--- config.mk ---
export PLATFORM = sky130hd
export DESIGN_NAME = mac_accumulator_flat
export DESIGN_NICKNAME = d
export VERILOG_FILES = /design/src/rtl/mac_accumulator_if.sv /design/src/rtl/mac_accumulator.sv /design/src/flat_wrapper.sv
export SDC_FILE = /design/constraint.sdc
export NUM_CORES = 1
export LEC_CHECK = 0
export ABC_CLOCK_PERIOD_IN_PS = 2600
export CORE_MARGIN = 2
export CORE_UTILIZATION = 39
export DETAILED_ROUTE_END_ITERATION = 16
export GPL_TIMING_DRIVEN = 0
export MAX_ROUTING_LAYER = met4
export PLACE_DENSITY = 0.66
export SETUP_SLACK_MARGIN = 0.05
export SYNTH_ARGS = -nofsm -noshare
export SYNTH_HDL_FRONTEND = slang
export SYNTH_SLANG_ARGS = --single-unit
--- constraint.sdc ---
create_clock -name clk -period 2.6 [get_ports clk]
set_input_delay 0.52 -clock clk [delete_from_list [all_inputs] [get_ports clk]]
set_output_delay 0.52 -clock clk [all_outputs]
set_load 0.02 [all_outputs]
--- src/rtl/mac_accumulator_if.sv ---
// Operand stream into the MAC sequencer: one a/b pair per valid/ready transfer.
interface mac_accumulator_if #(
  parameter int OPW = 4
);
  logic           in_valid;
  logic           in_ready;
  logic [OPW-1:0] a;
  logic [OPW-1:0] b;

  modport master (output in_valid, output a, output b, input in_ready);
  modport slave  (input in_valid, input a, input b, output in_ready);
endinterface

--- src/rtl/mac_accumulator.sv ---
// Sequences operand pairs through the start/done multiplier and accumulates
// LEN products into a dot-product result with sticky carry-out detection.
module mac_accumulator #(
  parameter int OPW   = 4,
  parameter int ACC_W = 16,
  parameter int LEN   = 4
) (
  input  logic                       clk,
  input  logic                       rst,
  mac_accumulator_if.slave           in_if,
  input  logic                       clear,
  output logic                       mult_start,
  output logic [OPW-1:0]             mult_a,
  output logic [OPW-1:0]             mult_b,
  input  logic                       mult_done,
  input  logic [2*OPW-1:0]           mult_out,
  output logic [ACC_W-1:0]           acc_out,
  output logic [$clog2(LEN+1)-1:0]   count,
  output logic [ACC_W-1:0]           res,
  output logic                       res_valid,
  output logic                       overflow
);

  localparam int CNT_W = $clog2(LEN+1);
  localparam int SUM_W = ACC_W + 1;

  typedef enum logic [1:0] {IDLE, START, WAIT_BUSY, WAIT_DONE} state_t;

  state_t             state;
  state_t             state_next;
  logic               transfer;
  logic               accumulate;
  logic               group_done;
  logic [SUM_W-1:0]   sum;
  logic [ACC_W-1:0]   acc_next;
  logic               carry;

  assign sum        = SUM_W'(acc_out) + SUM_W'(mult_out);
  assign acc_next   = sum[ACC_W-1:0];
  assign carry      = sum[ACC_W];
  assign group_done = accumulate && (count == CNT_W'(LEN-1));

  always_ff @(posedge clk or posedge rst) begin
    if (rst) state <= IDLE;
    else     state <= state_next;
  end

  // Accumulate fires only on done returning high after it was seen low,
  // so the product sampled always belongs to the pair currently held.
  always_comb begin
    state_next     = state;
    in_if.in_ready = 1'b0;
    mult_start     = 1'b0;
    transfer       = 1'b0;
    accumulate     = 1'b0;
    case (state)
      IDLE: begin
        in_if.in_ready = mult_done & ~clear;
        transfer       = in_if.in_valid & mult_done & ~clear;
        if (transfer) state_next = START;
      end
      START: begin
        mult_start = 1'b1;
        state_next = WAIT_BUSY;
      end
      WAIT_BUSY: begin
        if (!mult_done) state_next = WAIT_DONE;
      end
      WAIT_DONE: begin
        if (mult_done) begin
          accumulate = ~clear;
          state_next = IDLE;
        end
      end
      default: state_next = IDLE;
    endcase
    if (clear) state_next = IDLE;
  end

  always_ff @(posedge clk or posedge rst) begin
    if (rst) begin
      mult_a    <= '0;
      mult_b    <= '0;
      acc_out   <= '0;
      count     <= '0;
      res       <= '0;
      res_valid <= 1'b0;
      overflow  <= 1'b0;
    end else begin
      res_valid <= 1'b0;
      if (transfer) begin
        mult_a <= in_if.a;
        mult_b <= in_if.b;
      end
      if (clear) begin
        acc_out  <= '0;
        count    <= '0;
        overflow <= 1'b0;
      end else if (accumulate) begin
        if (group_done) begin
          res       <= acc_next;
          res_valid <= 1'b1;
          acc_out   <= '0;
          count     <= '0;
        end else begin
          acc_out <= acc_next;
          count   <= count + CNT_W'(1);
        end
        overflow <= overflow | carry;
      end else if (res_valid) begin
        // Overflow describes the finished group only through its result cycle.
        overflow <= 1'b0;
      end
    end
  end

endmodule

--- src/flat_wrapper.sv ---
// flat-port wrapper written by rule: the top's interface ports become plain ports
module mac_accumulator_flat 
#(
  parameter int OPW   = 4,
  parameter int ACC_W = 16,
  parameter int LEN   = 4
)
  (clk, rst, clear, mult_start, mult_a, mult_b, mult_done, mult_out, acc_out, count, res, res_valid, overflow, in_if_in_valid, in_if_a, in_if_b, in_if_in_ready);
  mac_accumulator_if #(.OPW(OPW)) in_if_i ();
  input  logic clk;
  input  logic rst;
  input  logic clear;
  output logic mult_start;
  output logic [OPW-1:0] mult_a;
  output logic [OPW-1:0] mult_b;
  input  logic mult_done;
  input  logic [2*OPW-1:0] mult_out;
  output logic [ACC_W-1:0] acc_out;
  output logic [$clog2(LEN+1)-1:0] count;
  output logic [ACC_W-1:0] res;
  output logic res_valid;
  output logic overflow;
  input wire logic [$bits(in_if_i.in_valid)-1:0] in_if_in_valid;
  input wire logic [$bits(in_if_i.a)-1:0] in_if_a;
  input wire logic [$bits(in_if_i.b)-1:0] in_if_b;
  output wire logic [$bits(in_if_i.in_ready)-1:0] in_if_in_ready;
  assign in_if_i.in_valid = in_if_in_valid;
  assign in_if_i.a = in_if_a;
  assign in_if_i.b = in_if_b;
  assign in_if_in_ready = in_if_i.in_ready;
  mac_accumulator #(.OPW(OPW), .ACC_W(ACC_W), .LEN(LEN)) u_core (.clk(clk), .rst(rst), .in_if(in_if_i), .clear(clear), .mult_start(mult_start), .mult_a(mult_a), .mult_b(mult_b), .mult_done(mult_done), .mult_out(mult_out), .acc_out(acc_out), .count(count), .res(res), .res_valid(res_valid), .overflow(overflow));
endmodule
==> out/results.ini <==
[outcome]
status=finished clean

[pwr]
powerDensity_nw_per_um2=545
power_leakage_nw=1.63
combPwrFrac_pct=25.4
ir_drop_uv=415
seq_power_share_pct=42.5
switching_share_pct=27.4
clkPwrFrac_pct=32.2
p_int_w=0.00145
power_switching_w=0.000546

[floorplan]
io_pins=68
coreArea_sq_um=6790
placementRows=30
die_x_um=87.6
die-area_sq_um=7670
initial_core_util_pct=40.1
die_height_um=87.6

[logic_synthesis]
yosysMostFrequentCell=dfrtp_1
synth_area_leaders=dfrtp_1 43%, ha_1 6.0%, nand2_1 5.8%
synth-xor-area-share_pct=2.25
netlist_area_sq_um=2730
synthTopCellsByCount=47 x dfrtp_1, 42 x nand2_1, 13 x ha_1
synthCells=275
yosys.area_share.simple_pct=17.9
yosysTopAreaCellShare_pct=43.2
ys_ff_latch=47
syn_nets=310
synthArstFlopShare_pct=100
ys_warn_count=0
synth_compound_area_share_pct=20.3
yosysSeqAreaShare_pct=43.2
ys_types=59
synthMuxAreaShare_pct=5.00
dominantRegCellSynth=dfrtp_1
synth_enable_flop_cells=0
yosysTopAreaCell=dfrtp_1
synth_top_family_by_area=compound AO/OA/AOI/OAI gates
synth_fa_ha_area_share_pct=6.70
avgSynthCellArea_sq_um=9.91

[timing]
rsz0062_at_grt=false
hold-worst-slack_ns=0.457
timing.fmax_ghz=0.412
setup-violations-final=0
skew_ns=0.0109
worst_slew_pin_slew_ns=0.602
final-max-slew-violation-count=0
period_minus_slack_ns=2.42
post-route-period-util_pct=93.3
setup_slack_ns=0.175
finalSetupTns_ns=0
finalHoldViolCount=0
maxSlewHeadroom_pct=59.9

[finish]
drive_gt1_share_pct=12.0
fin_util_pct=53.8
nNetsFinal=383
design_area_sq_um=3660
area_growth_syn_to_layout_pct=34.2
fillers=626
diodes=0

[place]
gp_congestion=0.844
io_buffers=66
dp_hpwl_um=4880
place_area_sq_um=3530
dp_slack_ns=-0.253

[clock_network]
hold_buffers=0
clkLatencyLatePin_ns=0.30
clock-sinks=47
clkSlewWorstSetupHoldPaths_ns=0.09
htree_num_levels=2
postCtsSetupBuffers=0
clockBufferDepth=2
numCtsBuffers=5
cts_tree=built
clockRootBuffer=clkbuf_8

[worst_setup_path]
worstSetupPathType=in2reg
critical_path_cell_count=8
cp-start-kind=primary input
worstPathMaxFanout=8
arrival_ns=2.61
cp-end-kind=register
path_buf_inv=2
worstPathRequired_ns=2.78
path_cells=clkdlybuf4s50_1 -> ha_1 -> a21oi_1 -> o311ai_4 -> and2_1 -> buf_4 -> a221oi_1 -> nand2_1
worst_path_max_delay_cell=clkdlybuf4s50_1
reg2reg_depth=7
cpPeakStageDelay_ns=0.42
crit_family=compound AO/OA/AOI/OAI gates

[min_path]
hold_path.class=in2async

[global_route]
antenna_found_initial=0
grt_overflow_total=0
track_usage_pct=19.1
grt_pass1_wl_um=11100
grt_pass1_vias=2256
grt_max_degree=39

[detailed_routing]
vias=2326
wl_um=6670
first_iter_violations=148
route.detailed.drc=0
viasPerCell=5.23
antenna_left=0
drt_first_pass_iters=4
wl_per_cell_um=15.0

[run]
maxCapViolCount=0

-- power by group through the flow --
stage               Clock (W)  Combinational [W]  Sequential [W]
floorplan                   0           0.000209        0.000937
global placement            0           0.000506        0.000855
detailed placement          0           0.000512        0.000861
CTS                  0.000652           0.000513        0.000846
global route         0.000684           0.000549        0.000854
finish               0.000641           0.000506        0.000846
-- final cells by class --
cell class	instances	area (sq um)	area share (%)
tap	96	120	3.29
multi-input combinational	199	1420	38.9
inverter	11	41.3	1.13
clock inverter	2	60.1	1.64
sequential	47	1180	32.2
clock buffer	6	72.6	1.98
buffer	17	82.6	2.26
timing repair buffer	67	679	18.6
-- path summary, 6_finish.rpt --
kind / from / slack [ns] / end
max: mult_out[6] / 0.18 / u_core.res[13]
min: rst / 0.46 / u_core.state[1]
max reg2reg: u_core.acc_out[6] / 0.43 / u_core.res[13]
min reg2reg: u_core.res[7] / 0.48 / u_core.res[7]
max in group asynchronous: rst / 1.67 / u_core.acc_out[2]
min in group clk: u_core.res[7] / 0.48 / u_core.res[7]
-- kinds of logic (layout without fill, tap and decap cells) --
group | count (synthesis) | after routing
simple gates | 95 | 95
compound gates | 71 | 71
flops | 47 | 47
buf+inv | 29 | 103
fa+ha+maj | 14 | 14
mux | 12 | 12
xor+xnor | 7 | 7
-- cell usage in the layout (no fill, tap or decap), drive strengths merged, types with 5 or more instances in the layout --
cell type / netlist / final
a21oi: 12 / 12
a22o: 7 / 7
a22oi: 5 / 5
and3: 7 / 7
buf: 8 / 9
clkbuf: 10 / 15
clkdlybuf4s50: 0 / 65
dfrtp: 47 / 47
ha: 13 / 13
inv: 11 / 11
mux2: 10 / 10
nand2: 44 / 44
nand3: 7 / 7
nand4: 5 / 5
nor2: 10 / 10
nor3: 6 / 6
o21ai: 10 / 10
o31ai: 5 / 5
xnor2: 5 / 5
-- per-layer routing --
metal | wire [um] | share of wire [%] | vias to the layer above | GRT usage [%]
li1 | - | - | 1146 | -
met3 | 243 | 3.6 | 4 | 2.54
met4 | 76 | 1.1 | 0 | 5.17
met1 | 3260 | 49 | 1124 | 27.8
met5 | 0 | 0 | - | -
met2 | 3090 | 46 | 52 | 28.0
-- metrics by stage --
| step | cells | power, W |
|---|---|---|
| 2_1_floorplan | 275 | 0.00115 |
| 3_3_place_gp | 437 | 0.00136 |
| 3_5_place_dp | 438 | 0.00137 |
| 4_1_cts | 446 | 0.00201 |
| 5_1_grt | 445 | 0.00209 |
| 6_report | 445 | 0.00199 |
-- state kept, by name, indices dropped and copies added (netlist names) --
signal,flops
u_core.state,2
u_core.mult_b,4
u_core.res,16
u_core.acc_out,16
u_core.res_valid,1
u_core.mult_a,4
u_core.count,3
u_core.overflow,1
-- what timing repair did --
item | in CTS | in global routing
setup endpoints to repair | 1 | 4
gates resized for setup | 1 | 1
cloned | 0 | 0
No activity file was read; power rests on OpenSTA's default activity.
